===== config.mk =====
export PLATFORM = sky130hd
export DESIGN_NAME = fetch_queue
export DESIGN_NICKNAME = d
export VERILOG_FILES = /design/src/rtl/fetch_queue.sv
export SDC_FILE = /design/constraint.sdc
export NUM_CORES = 1
export LEC_CHECK = 0
export ABC_AREA = 1
export CORE_MARGIN = 5
export CORE_UTILIZATION = 56
export CTS_BUF_LIST = sky130_fd_sc_hd__clkbuf_4 sky130_fd_sc_hd__clkbuf_8 sky130_fd_sc_hd__clkbuf_16
export DETAILED_ROUTE_END_ITERATION = 8
export GPL_ROUTABILITY_DRIVEN = 0
export PLACE_DENSITY = 0.77
export RECOVER_POWER = 100
export SYNTH_ARGS = -nofsm -noshare
export SYNTH_HDL_FRONTEND = slang
export SYNTH_SLANG_ARGS = --single-unit

===== constraint.sdc =====
create_clock -name clk -period 5.4 [get_ports clk]
set_input_delay 0.54 -clock clk [delete_from_list [all_inputs] [get_ports clk]]
set_output_delay 0.54 -clock clk [all_outputs]
set_load 0.005 [all_outputs]

===== src/rtl/fetch_queue.sv =====
// Instruction-fetch front end: sequential ROM fetch, PC-tagged instruction FIFO, redirect flush.
// Latency: request in cycle N, ROM data in N+1, head valid in N+2; 1 instr/cycle sustained.
// Backpressure: issue is credit-limited (count + inflight < DEPTH), so rom_req drops when decode stalls.
//
// Ports:
//   clk, rst                        clock, async active-high reset
//   redirect_valid_, redirect_addr_ flush queue and in-flight fetch, restart at word-aligned target
//   rom_req, rom_addr, rom_data     synchronous ROM, 1-cycle read latency
//   inst_valid, inst, inst_pc       queue head (NOP_INST / 0 when empty)
//   inst_ready                      decode accepts head
//   count                           occupied queue entries
module fetch_queue #(
    parameter int          DEPTH    = 4,
    parameter logic [31:0] RESET_PC = 32'h0000_0000,
    parameter logic [31:0] NOP_INST = 32'h0000_0013
) (
    input  logic                       clk,
    input  logic                       rst,
    input  logic                       redirect_valid_,
    input  logic [31:0]                redirect_addr_,
    output logic                       rom_req,
    output logic [31:0]                rom_addr,
    input  logic [31:0]                rom_data,
    output logic                       inst_valid,
    output logic [31:0]                inst,
    output logic [31:0]                inst_pc,
    input  logic                       inst_ready,
    output logic [$clog2(DEPTH):0]     count
);

    localparam int AW = $clog2(DEPTH);
    localparam int PW = AW + 1;

    logic [31:0]   r_fetch_pc;
    logic          r_inflight;
    logic [31:0]   r_inflight_pc;
    logic [PW-1:0] r_rd_ptr;
    logic [PW-1:0] r_wr_ptr;
    logic [31:0]   r_q_inst [DEPTH];
    logic [31:0]   r_q_pc   [DEPTH];

    logic [PW-1:0] w_count;
    logic [PW:0]   w_credit;
    logic          w_empty;
    logic          w_full;
    logic          w_issue;
    logic          w_write;
    logic          w_pop;
    logic [AW-1:0] w_rd_idx;
    logic [AW-1:0] w_wr_idx;
    logic [31:0]   w_target;

    assign w_rd_idx = r_rd_ptr[AW-1:0];
    assign w_wr_idx = r_wr_ptr[AW-1:0];
    assign w_count  = r_wr_ptr - r_rd_ptr;
    assign w_empty  = (r_rd_ptr == r_wr_ptr);
    assign w_full   = (w_rd_idx == w_wr_idx) && (r_rd_ptr[AW] != r_wr_ptr[AW]);

    // Entries already queued plus the one response still coming back from the ROM;
    // reserving a slot for the in-flight word is what makes the return write never overflow.
    assign w_credit = {1'b0, w_count} + {{PW{1'b0}}, r_inflight};

    assign w_issue  = !rst && !redirect_valid_ && (w_credit < (PW+1)'(DEPTH));
    assign w_write  = r_inflight && !redirect_valid_;
    assign w_pop    = !w_empty && inst_ready && !redirect_valid_;
    assign w_target = redirect_addr_ & ~32'h0000_0003;

    assign rom_req    = w_issue;
    assign rom_addr   = r_fetch_pc;
    assign count      = w_count;
    assign inst_valid = !w_empty;
    assign inst       = w_empty ? NOP_INST : r_q_inst[w_rd_idx];
    assign inst_pc    = w_empty ? 32'h0000_0000 : r_q_pc[w_rd_idx];

    always_ff @(posedge clk or posedge rst) begin
        if (rst) begin
            r_fetch_pc    <= {RESET_PC[31:2], 2'b00};
            r_inflight    <= 1'b0;
            r_inflight_pc <= 32'h0000_0000;
            r_rd_ptr      <= '0;
            r_wr_ptr      <= '0;
        end else if (redirect_valid_) begin
            // Drop everything queued and the response that would land next cycle.
            r_fetch_pc <= w_target;
            r_inflight <= 1'b0;
            r_rd_ptr   <= '0;
            r_wr_ptr   <= '0;
        end else begin
            r_inflight <= w_issue;
            if (w_issue) begin
                r_fetch_pc    <= r_fetch_pc + 32'd4;
                r_inflight_pc <= r_fetch_pc;
            end
            if (w_write) begin
                r_wr_ptr <= r_wr_ptr + PW'(1);
            end
            if (w_pop) begin
                r_rd_ptr <= r_rd_ptr + PW'(1);
            end
        end
    end

    // Storage needs no reset: pointers alone define which entries are live.
    always_ff @(posedge clk) begin
        if (w_write) begin
            r_q_inst[w_wr_idx] <= rom_data;
            r_q_pc[w_wr_idx]   <= r_inflight_pc;
        end
    end

    a_no_overflow: assert property (@(posedge clk) disable iff (rst) !(w_write && w_full));

endmodule


==> flow_summary.json <==
{
  "rr_startpoint": "r_rd_ptr[1]",
  "portBuffers": 162,
  "ys_warn_count": 0,
  "die_h_um": 165.2,
  "cp_slowest_cell": "clkbuf_1",
  "cts.clk_slew.worst_paths_ns": 0.06,
  "layout_common_cells": "nor2_1, edfxtp_1, nand2_1, o21ai_0, dlygate4sd3_1",
  "diodes": 0,
  "worstPathRequired_ns": 4.86,
  "mostFrequentLayoutCell": "nor2_1",
  "worst_hold_path.num_cells": 0,
  "hold_path.class": "reg2reg",
  "grtUsageTotal": 0.2220,
  "area_growth_pct": 20.38,
  "p_leak_uw": 0.006340,
  "ctsHoldBuffers": 0,
  "yosysSeqAreaShare": 0.6765,
  "startpoint_type": "register",
  "p_total_uw": 6125,
  "cap_violations": 5,
  "cts_sinks": 315,
  "rr_endpoint": "rom_addr[3]",
  "place_inst": 1717,
  "violations": "max-capacitance violations, max-slew violations",
  "vias": 9741,
  "grt_pass1_vias": 9344,
  "drtPass1Iterations": 5,
  "hold_violations": 0,
  "io_pins": 169,
  "viasPerCell": 5.488,
  "ant_nets": 0,
  "syn_inst": 1289,
  "fin_crit_sh": 0.8441,
  "cp.buffers_inverters": 2,
  "worst_clock_skew_ns": 0.01159,
  "fmax_mhz": 219.4,
  "syn-cell-area_um2": 13490,
  "path_class": "reg2out",
  "dp.final_hpwl_um": 17940,
  "fin_tns_setup_ns": 0,
  "cts_max_level": 1,
  "drt-initial-drc-count": 826,
  "grt_max_degree": 105,
  "synth_top_area_frac": 0.5522,
  "power_density_nw_per_um2": 377.2,
  "drc": 0,
  "synth_top_area_cell": "edfxtp_1",
  "drive_gt1_frac": 0.05769,
  "post_cts_buffers": 0,
  "ff2ff_path_depth": 11,
  "cts_buffers": 31,
  "r2r_slack_ns": 1.44,
  "insertion_delay_ns": 0.55,
  "fillerInstances": 1718,
  "drv_slew": 273,
  "root_buffer": "clkbuf_16",
  "endpoint_kind": "output pin",
  "vdd_drop_max_mv": 0.2599,
  "dpl_cell_area_um2": 15300,
  "worstPathArrival_ns": 4.02,
  "tightest_slew_ns": 2.102,
  "final_area_um2": 16240,
  "synthDistinctLibCells": 28,
  "core.rowCount": 56,
  "hp-start": "r_inflight_pc[21]",
  "synthTopCellsByArea": "edfxtp_1, dfrtp_1, nor2_1",
  "drt_wl_total_um": 30610,
  "critPathTopFamily": "buffers and inverters",
  "clockBufferDepth": 3,
  "grt_pass1_wl_um": 47980,
  "avgRoutedWirePerCell_um": 17.25,
  "coreArea_um2": 23610,
  "dieWidth_um": 165.2,
  "cts_tree": "done",
  "antenna_found_initial": 2,
  "layout_min_cycle_time_ns": 4.558,
  "min_to": "r_q_pc[3][21]",
  "critical-path-max-stage-delay_ns": 0.92,
  "worstPathMaxFanout": 28,
  "rsz0062_at_grt": "false",
  "layout.nets": 1508,
  "status": "finished with violations",
  "synth-seq-cells": 315,
  "grt_overflow": 0,
  "postCtsResizedCells": 0,
  "dieArea_um2": 27290,
  "start_util": 0.5712,
  "fin_cells": 1775,
  "setup_viol": 0,
  "path_cells": "ha_1, nand2_1, nor2_4, clkbuf_1, a21oi_1, dlygate4sd3_1",
  "slew_headroom": -0.4012,
  "syn_avg_cell_area_um2": 10.46
}
power by group:
part           total, uW  internal (uW)  switching (uW)
clock               2080           1220             856
sequential          3020           2840             182
combinational       1030            430             600
routing by layer:
layer | global-route usage | vias to the layer above | share of wire
li1 | - | 4641 | -
met5 | 0 | - | 0.00088
met1 | 0.3053 | 4630 | 0.42
met2 | 0.3614 | 403 | 0.46
met3 | 0.04120 | 63 | 0.082
met4 | 0.07335 | 4 | 0.030
metrics by stage:
| stage | setup slack, ns | hold slack (ns) | utilization |
|---|---|---|---|
| 6_report | 0.8417 | 0.5270 | 0.6876 |
| 5_1_grt | 0.6205 | 0.5600 | 0.6876 |
| 4_1_cts | 1.288 | 0.4588 | 0.6904 |
| 3_5_place_dp | 1.889 | 0.5143 | 0.6478 |
| 3_3_place_gp | 1.972 | 0.4929 | 0.6478 |
| 2_1_floorplan | 1.224 | 0.4763 | - |
worst register-to-register path, cell delays in order, from the launching register on:
cell and delay (ns):
dfrtp_2 0.37, buf_4 0.67, fa_1 0.54, inv_1 0.13
nand3_1 0.10, nand2_1 0.06, inv_1 0.04, nand2_1 0.61
inv_1 0.74, nor2_1 0.45, nand2_1 0.08, nand2_1 0.08
how the worst max path moves through the flow:
| stage | endpoint | depth (start not counted) | startpoint | slack (ns) |
|---|---|---|---|---|
| detailed placement | inst[11] | 5 | r_rd_ptr[0] | 1.89 |
| global route | inst_pc[13] | 6 | r_rd_ptr[0] | 0.62 |
| floorplan | r_q_inst[0][0] | 5 | redirect_valid_ | 1.22 |
| CTS | inst[20] | 5 | r_rd_ptr[0] | 1.29 |
| global placement | inst[22] | 5 | r_rd_ptr[0] | 1.97 |
| finish | inst_pc[13] | 6 | r_rd_ptr[0] | 0.84 |
kinds of logic (layout without fill, tap and decap cells):
logic type | count (synthesis) | after routing | share of synthesized area
flip-flops | 315 | 315 | 0.6765
buffers and inverters | 140 | 304 | 0.04741
AO/OA/AOI/OAI | 232 | 232 | 0.08711
other | 1 | 4 | 0.0002781
adder cells (fa/ha/maj) | 9 | 9 | 0.008907
AND/OR/NAND/NOR | 588 | 588 | 0.1772
XOR/XNOR | 4 | 4 | 0.002598
cells in the mapped netlist:
cell type and instances:
nor2_2 3, inv_1 66, inv_2 3, a21boi_0 1
nand3_2 1, buf_1 11, xor2_1 2, clkbuf_1 22
xnor2_1 2, o311ai_0 3, edfxtp_1 248, o21ai_1 15
nor2_1 293, o21ai_0 147, nand3_1 79, dfrtp_1 67
nand2_2 4, fa_1 1, a21oi_1 66, nor2_4 7
conb_1 1, buf_2 21, buf_6 7, clkinv_2 1
nand2_4 1, ha_1 8, nand2_1 200, buf_4 9
state kept, by name (all words and copies together) (netlist names):
signal and count:
r_rd_ptr 3, r_q_inst 128, r_q_pc 120, rom_addr 30, r_inflight 1, r_wr_ptr 3
r_inflight_pc 30
final cells by class:
cell class,count,area (um2),area share
timing repair buffer,176,1699,0.1047
multi-input combinational,837,3740,0.2303
tap,319,399.1,0.02458
clock buffer,41,863.3,0.05317
clock inverter,17,142.6,0.008785
sequential,315,9129,0.5623
inverter,70,262.8,0.01618
Note: power is estimated with default switching activity, not from simulation.
==> RTL edit 1: new RTL, same settings <==
Register the output `count`; this adds one clock of latency there. The other outputs are not delayed to match.
--- a/src/rtl/fetch_queue.sv
+++ b/src/rtl/fetch_queue.sv
@@ -68,5 +68,7 @@
     assign rom_req    = w_issue;
     assign rom_addr   = r_fetch_pc;
-    assign count      = w_count;
+    always_ff @(posedge clk) begin
+        count <= w_count;
+    end
     assign inst_valid = !w_empty;
     assign inst       = w_empty ? NOP_INST : r_q_inst[w_rd_idx];
Formal check against the unedited RTL: not equivalent (a bounded check fails within 4 cycles, from zero or initial values and one cycle with rst high).
==> RTL edit 1 against the original RTL <==
- the run still ends with max-capacitance violations, max-slew violations left
- largest cell class unchanged
- design area up 1.3%
- fmax down 0.20%
- area after synthesis up 0.82%
- sequential cell count up 3
- setup slack worse by 0.0092 ns
- critical endpoint is now inst_pc[26]
- total power up 2.9%
- wire length down 2.1%
- largest power group unchanged
- clock power up 6%
- global-route usage down 1.1 points
==> RTL edit 1: results (changes against the original RTL) <==
Failing checks -> max-capacitance violations, max-slew violations
Layout cell share with drive strength beyond 1 -> 0.0665 (+0.00879)
GRT Overall Usage -> 0.211 (-0.0112)
Post-synthesis sequential area ratio -> 0.675 (-0.00106)
Worst vdd ir -> 0.000241 V (-7.1%)
Clock Skews -> 0.00993 ns (-0.00166 ns)
Post-Layout Cell Count -> 1787 (+0.68%)
Distinct cells, synth -> 30 (+7.1%)
Iter 0 DRT Violations -> 668 (-19%)
Int Pwr -> 4.66 mW (+3.8%)
Placed Area -> 0.0154 mm² (+0.65%)
Status -> finished, violations left
MaxCap Viol Count -> 7 (+2)
Most common library cells after synthesis -> nor2_1, edfxtp_1, nand2_1
Slowest CP cell -> clkbuf_2
R2R Setup Slk -> 1.65 ns (+0.21 ns)
Layout area overhead -> 20.9%
FFs w/ async S/R, synth -> 0.211 (-0.00201)
Pre-CTS setup slack -> 1.85 ns (-0.0359 ns)
Largest cells by area after synthesis -> edfxtp_1, dfrtp_1, nor2_1, o21ai_0, nand2_1
Setup crit end -> inst_pc[26]
Largest net degree at the start of global routing -> 91 (-13%)
Nets@finish -> 1513 (+0.33%)
Crit Reg-Reg Endpoint -> rom_addr[28]
DP Wirelength -> 17700 µm (-1.2%)
Final-report max-slew violation count -> 320 (+17%)
Synth Area per Inst -> 10.5 µm² (+0.50%)
R2R depth -> 12 (+1)
Synth Area in XOR/XNOR -> 0.00193 (-0.000665)
Worst-path clk slew -> 0.06 ns (about the same)
Initial antenna violation count -> 0 (-2)
WL/cell -> 16.8 µm (-2.8%)
Measured slew at the worst slew-check pin -> 1.96 ns (-0.138 ns)
Crit path DAT -> 4.03 ns (about the same)
Via count -> 9625 (-1.2%)
CP Max Fanout -> 65 (+130%)
Largest stage delay on the critical path -> 0.81 ns (-0.11 ns)
Peak Freq -> 0.219 GHz (-0.20%)
Mux cell area share after synthesis -> 0 (unchanged)
Lkg Pwr -> 6.39 nW (+0.75%)
Cells after DPL -> 1727 (+0.58%)
Adder-cell share of the synthesized area -> 0.00883 (-0.0000721)
First-pass GRT wire length -> 47700 µm (-0.50%)
## RTL edit 1: changes by cell type in the layout (fill, tap and decap cells not counted), moves of 4 or more
cell             change
clkbuf_4             -5
nand2_1              -6
dlygate4sd3_1       -19
diode_2              +4
clkdlybuf4s50_1     +19
inv_1                -4
## RTL edit 1: cell families (layout without fill, tap and decap cells)
family / Yosys count / after routing
AOI/OAI and AO/OA: 235 / 235
xor gates and xnor gates: 3 / 3
adders and majority gates: 9 / 9
buffers and inverters: 141 / 304
DFF: 318 / 318
other: 1 / 8
and+or+nand+nor: 586 / 586
## RTL edit 1: critical path: cells and delay by family, from the launching register on
family | cells | cell delay (ns)
DFF | 1 | 0.71
buffers and inverters | 3 | 2.22
AOI/OAI and AO/OA | 2 | 0.49
## RTL edit 1: stage by stage
stage / utilization / hold WS (ns)
final: 0.682 / 0.511
after global routing: 0.682 / 0.533
after CTS: 0.683 / 0.514
after detailed placement: 0.639 / 0.498
after global placement: 0.639 / 0.491
after floorplan: - / 0.476
## RTL edit 1: per-layer routing
layer  global-route usage  vias up  routed length (µm)
met1                0.285     4558               12700
met5                    0        -                   0
met3               0.0355       64                2230
met4               0.0703        0                 816
met2                0.352      349               14200
li1                     -     4654                   -
## RTL edit 1: worst min path at each step
| stage | startpoint | end | slack [ns] |
|---|---|---|---|
| after floorplan | r_inflight_pc[10] | r_q_pc[0][10] | 0.48 |
| after global placement | r_inflight_pc[8] | r_q_pc[2][8] | 0.49 |
| after detailed placement | r_inflight_pc[6] | r_q_pc[1][6] | 0.50 |
| after CTS | r_inflight_pc[6] | r_q_pc[2][6] | 0.51 |
| after global routing | r_inflight_pc[16] | r_q_pc[2][16] | 0.53 |
| final | r_inflight_pc[6] | r_q_pc[2][6] | 0.51 |
## RTL edit 1: cell type report
| type | count | area [µm²] |
|---|---|---|
| diodes | 4 | 10.0 |
| clock buffers | 40 | 892 |
| clock inverters | 16 | 188 |
| fillers | 1787 | 7660 |
| inverters | 71 | 268 |
| multi-input cells | 837 | 3780 |
| flip-flops and latches | 318 | 9190 |
| well taps | 324 | 405 |
| repair buffers | 177 | 1710 |
## RTL edit 1: power by group through the flow
stage               clock, mW  sequential [mW]  combinational [mW]
floorplan                   0             3.02               0.595
global placement            0             3.08                1.07
detailed placement          0             3.09                1.10
CTS                      2.25             3.04                1.11
global route             2.36             3.07                1.16
finish                   2.21             3.05                1.04
==> RTL edit 2: new RTL, same flow settings <==
Without the edit above. Change the parameter `DEPTH` from 4 to 8.
--- a/src/rtl/fetch_queue.sv
+++ b/src/rtl/fetch_queue.sv
@@ -11,5 +11,5 @@
 //   count                           occupied queue entries
 module fetch_queue #(
-    parameter int          DEPTH    = 4,
+    parameter int          DEPTH    = 8,
     parameter logic [31:0] RESET_PC = 32'h0000_0000,
     parameter logic [31:0] NOP_INST = 32'h0000_0013
Interface: changed (resized count); port bits go from 169 to 170. The function was not compared with the original's and may differ.
==> RTL edit 2 against the original RTL <==
- the flow still finishes with violations (max-capacitance violations, max-slew violations)
- non-clock buffer count is 14 higher
- area after synthesis up 73%
- sequential share of layout area is 5.3 points higher
- hold slack worse by 0.013 ns
- critical endpoint is now inst_pc[25]
- setup slack got worse by 0.23 ns
- design area rose by 66%
- die area increased by 68%
- cell count is 51% higher
- core utilization fell by 2.9 points
- wire length up 77%
- sequential cell count up 250
- count of clock-buffer cells in the layout up 23
- total power rose by 100%
- highest routed layer unchanged
==> RTL edit 2: results (changes against the original RTL) <==
Lkg Pwr -> 9.60 nW (+51%)
Root buf cell -> clkbuf_16
CTS resizes -> 0 (unchanged)
Clock Path Buffers -> 3 (unchanged)
Distinct cells, synth -> 35 (+25%)
Avg Vias per Cell -> 5.88 (+7.1%)
Layout cell share with drive strength beyond 1 -> 0.0647 (+0.00702)
WL/cell -> 20.2 µm (+17%)
Hold Path End -> rom_addr[20]
Largest stage delay on the critical path -> 1.29 ns (+0.37 ns)
Initial antenna violation count -> 1 (-1)
Hold_sp -> redirect_addr_[20]
DP Wirelength -> 28700 µm (+60%)
Max-slew headroom -> -0.625 (-0.224)
Crit path DAT -> 4.25 ns (+0.23 ns)
Largest net degree at the start of global routing -> 233 (+120%)
Post-synth EDFFs -> 496 (+100%)
Slowest CP cell -> clkbuf_2
Nets@finish -> 2181 (+45%)
WHS Path Cells -> 3 (+3)
Worst hold slack -> 0.514 ns (-0.0126 ns)
Post-Layout Cell Count -> 2682 (+51%)
Largest regs -> r_q_inst x256, r_q_pc x240
Post-synthesis sequential area ratio -> 0.713 (+0.0369)
Cells after DPL -> 2582 (+50%)
Clock Skews -> 0.0189 ns (+0.00731 ns)
Most common library cells after synthesis -> edfxtp_1, nor2_1, o21ai_0
Vias in the first global route -> 15400 (+65%)
GRT Overall Usage -> 0.228 (+0.00597)
Status -> finished, violations left
Hold Crit Class -> primary input to register
Pre-CTS setup slack -> 1.80 ns (-0.0895 ns)
CP Max Fanout -> 65 (+130%)
R2R depth -> 5 (-6)
First-pass GRT wire length -> 83400 µm (+74%)
Crit Reg-Reg Endpoint -> r_q_pc[1][15]
Top delay family on crit path -> buffers and inverters
Cell count after synthesis -> 1981 (+54%)
Final-report max-slew violation count -> 363 (+33%)
Warning count from the yosys run -> 0 (unchanged)
Filler cells -> 2926 (+70%)
CTS buffer count -> 54 (+74%)
H-tree depth -> 2 (+1)
Worst vdd ir -> 0.000288 V (+11%)
Iter 0 DRT Violations -> 1453 (+76%)
Post-CTS Repair Setup Buffers -> 0 (unchanged)
Count of input and output buffers -> 163 (+0.62%)
Failing checks -> max-capacitance violations, max-slew violations
TritonRoute pass-1 iters -> 5 (unchanged)
MaxCap Viol Count -> 10 (+5)
RR Startpoint -> r_inflight
FFs w/ async S/R, synth -> 0.122 (-0.0906)
Clk_lat worst skew -> 0.59 ns (+0.04 ns)
R2R Setup Slk -> 1.68 ns (+0.24 ns)
Largest cells by area after synthesis -> edfxtp_1, dfrtp_1, nor2_1, o21ai_0, nand2_1
RTL edit 2: changes by cell type after synthesis, sizes merged, moves of 36 or more:
cell | before | now
o22ai | 0 | 118
nor2 | 303 | 412
a21oi | 66 | 4
edfxtp | 248 | 496
clkbuf | 22 | 58
nand2 | 205 | 243
o21ai | 162 | 339
RTL edit 2: worst max-delay path by stage:
stage,end,cells after the start,slack (ns),from
floorplan,r_q_inst[0][0],4,1.34,redirect_valid_
global placement,inst_pc[23],7,1.83,r_rd_ptr[1]
detailed placement,inst_pc[22],7,1.80,r_rd_ptr[1]
CTS,inst_pc[22],7,1.14,r_rd_ptr[1]
global route,r_q_pc[1][15],6,0.47,redirect_valid_
finish,inst_pc[25],7,0.61,r_rd_ptr[1]
RTL edit 2: through the flow:
step	area, µm²	power [mW]
after CTS	27100	12.6
after detailed placement	25200	8.64
after global routing	27000	13.0
final	27000	12.4
after floorplan	23300	7.31
after global placement	25200	8.53
RTL edit 2: layer usage:
| layer | global-route usage | part of all wire | vias up |
|---|---|---|---|
| met5 | 0 | 0.00013 | - |
| met4 | 0.0709 | 0.025 | 2 |
| met3 | 0.0446 | 0.078 | 107 |
| met2 | 0.382 | 0.49 | 682 |
| met1 | 0.306 | 0.41 | 7672 |
| li1 | - | - | 7299 |
RTL edit 2: final cells by class:
cell class | count | area (µm²) | area share
timing repair buffer | 190 | 1840 | 0.0683
multi-input combinational | 1245 | 5780 | 0.214
sequential | 565 | 16600 | 0.616
clock inverter | 34 | 448 | 0.0166
tap | 532 | 666 | 0.0246
inverter | 50 | 193 | 0.00713
clock buffer | 64 | 1440 | 0.0535
antenna | 2 | 5.00 | 0.000185
RTL edit 2: cell families (layout without fill, tap and decap cells):
logic type               after synthesis  in the layout  synth area share
buffers and inverters                174            338            0.0387
XOR/XNOR                              13             13           0.00489
AO/OA/AOI/OAI                        465            465             0.107
adder cells (fa/ha/maj)                7              7           0.00408
other                                  1              6          0.000161
flip-flops                           565            565             0.713
AND/OR/NAND/NOR                      756            756             0.131
RTL edit 2: worst reg2reg max path, delay by kind of cell, from the launching register on:
| kind | cells | cell delay [ns] |
|---|---|---|
| and+or+nand+nor | 3 | 2.07 |
| buffers and inverters | 2 | 0.90 |
| DFF | 1 | 0.38 |
RTL edit 2: power by group:
group	internal (mW)	switching, mW
Sequential	5.24	0.409
Combinational	1.09	1.70
Clock	2.43	1.54
Total	8.76	3.65
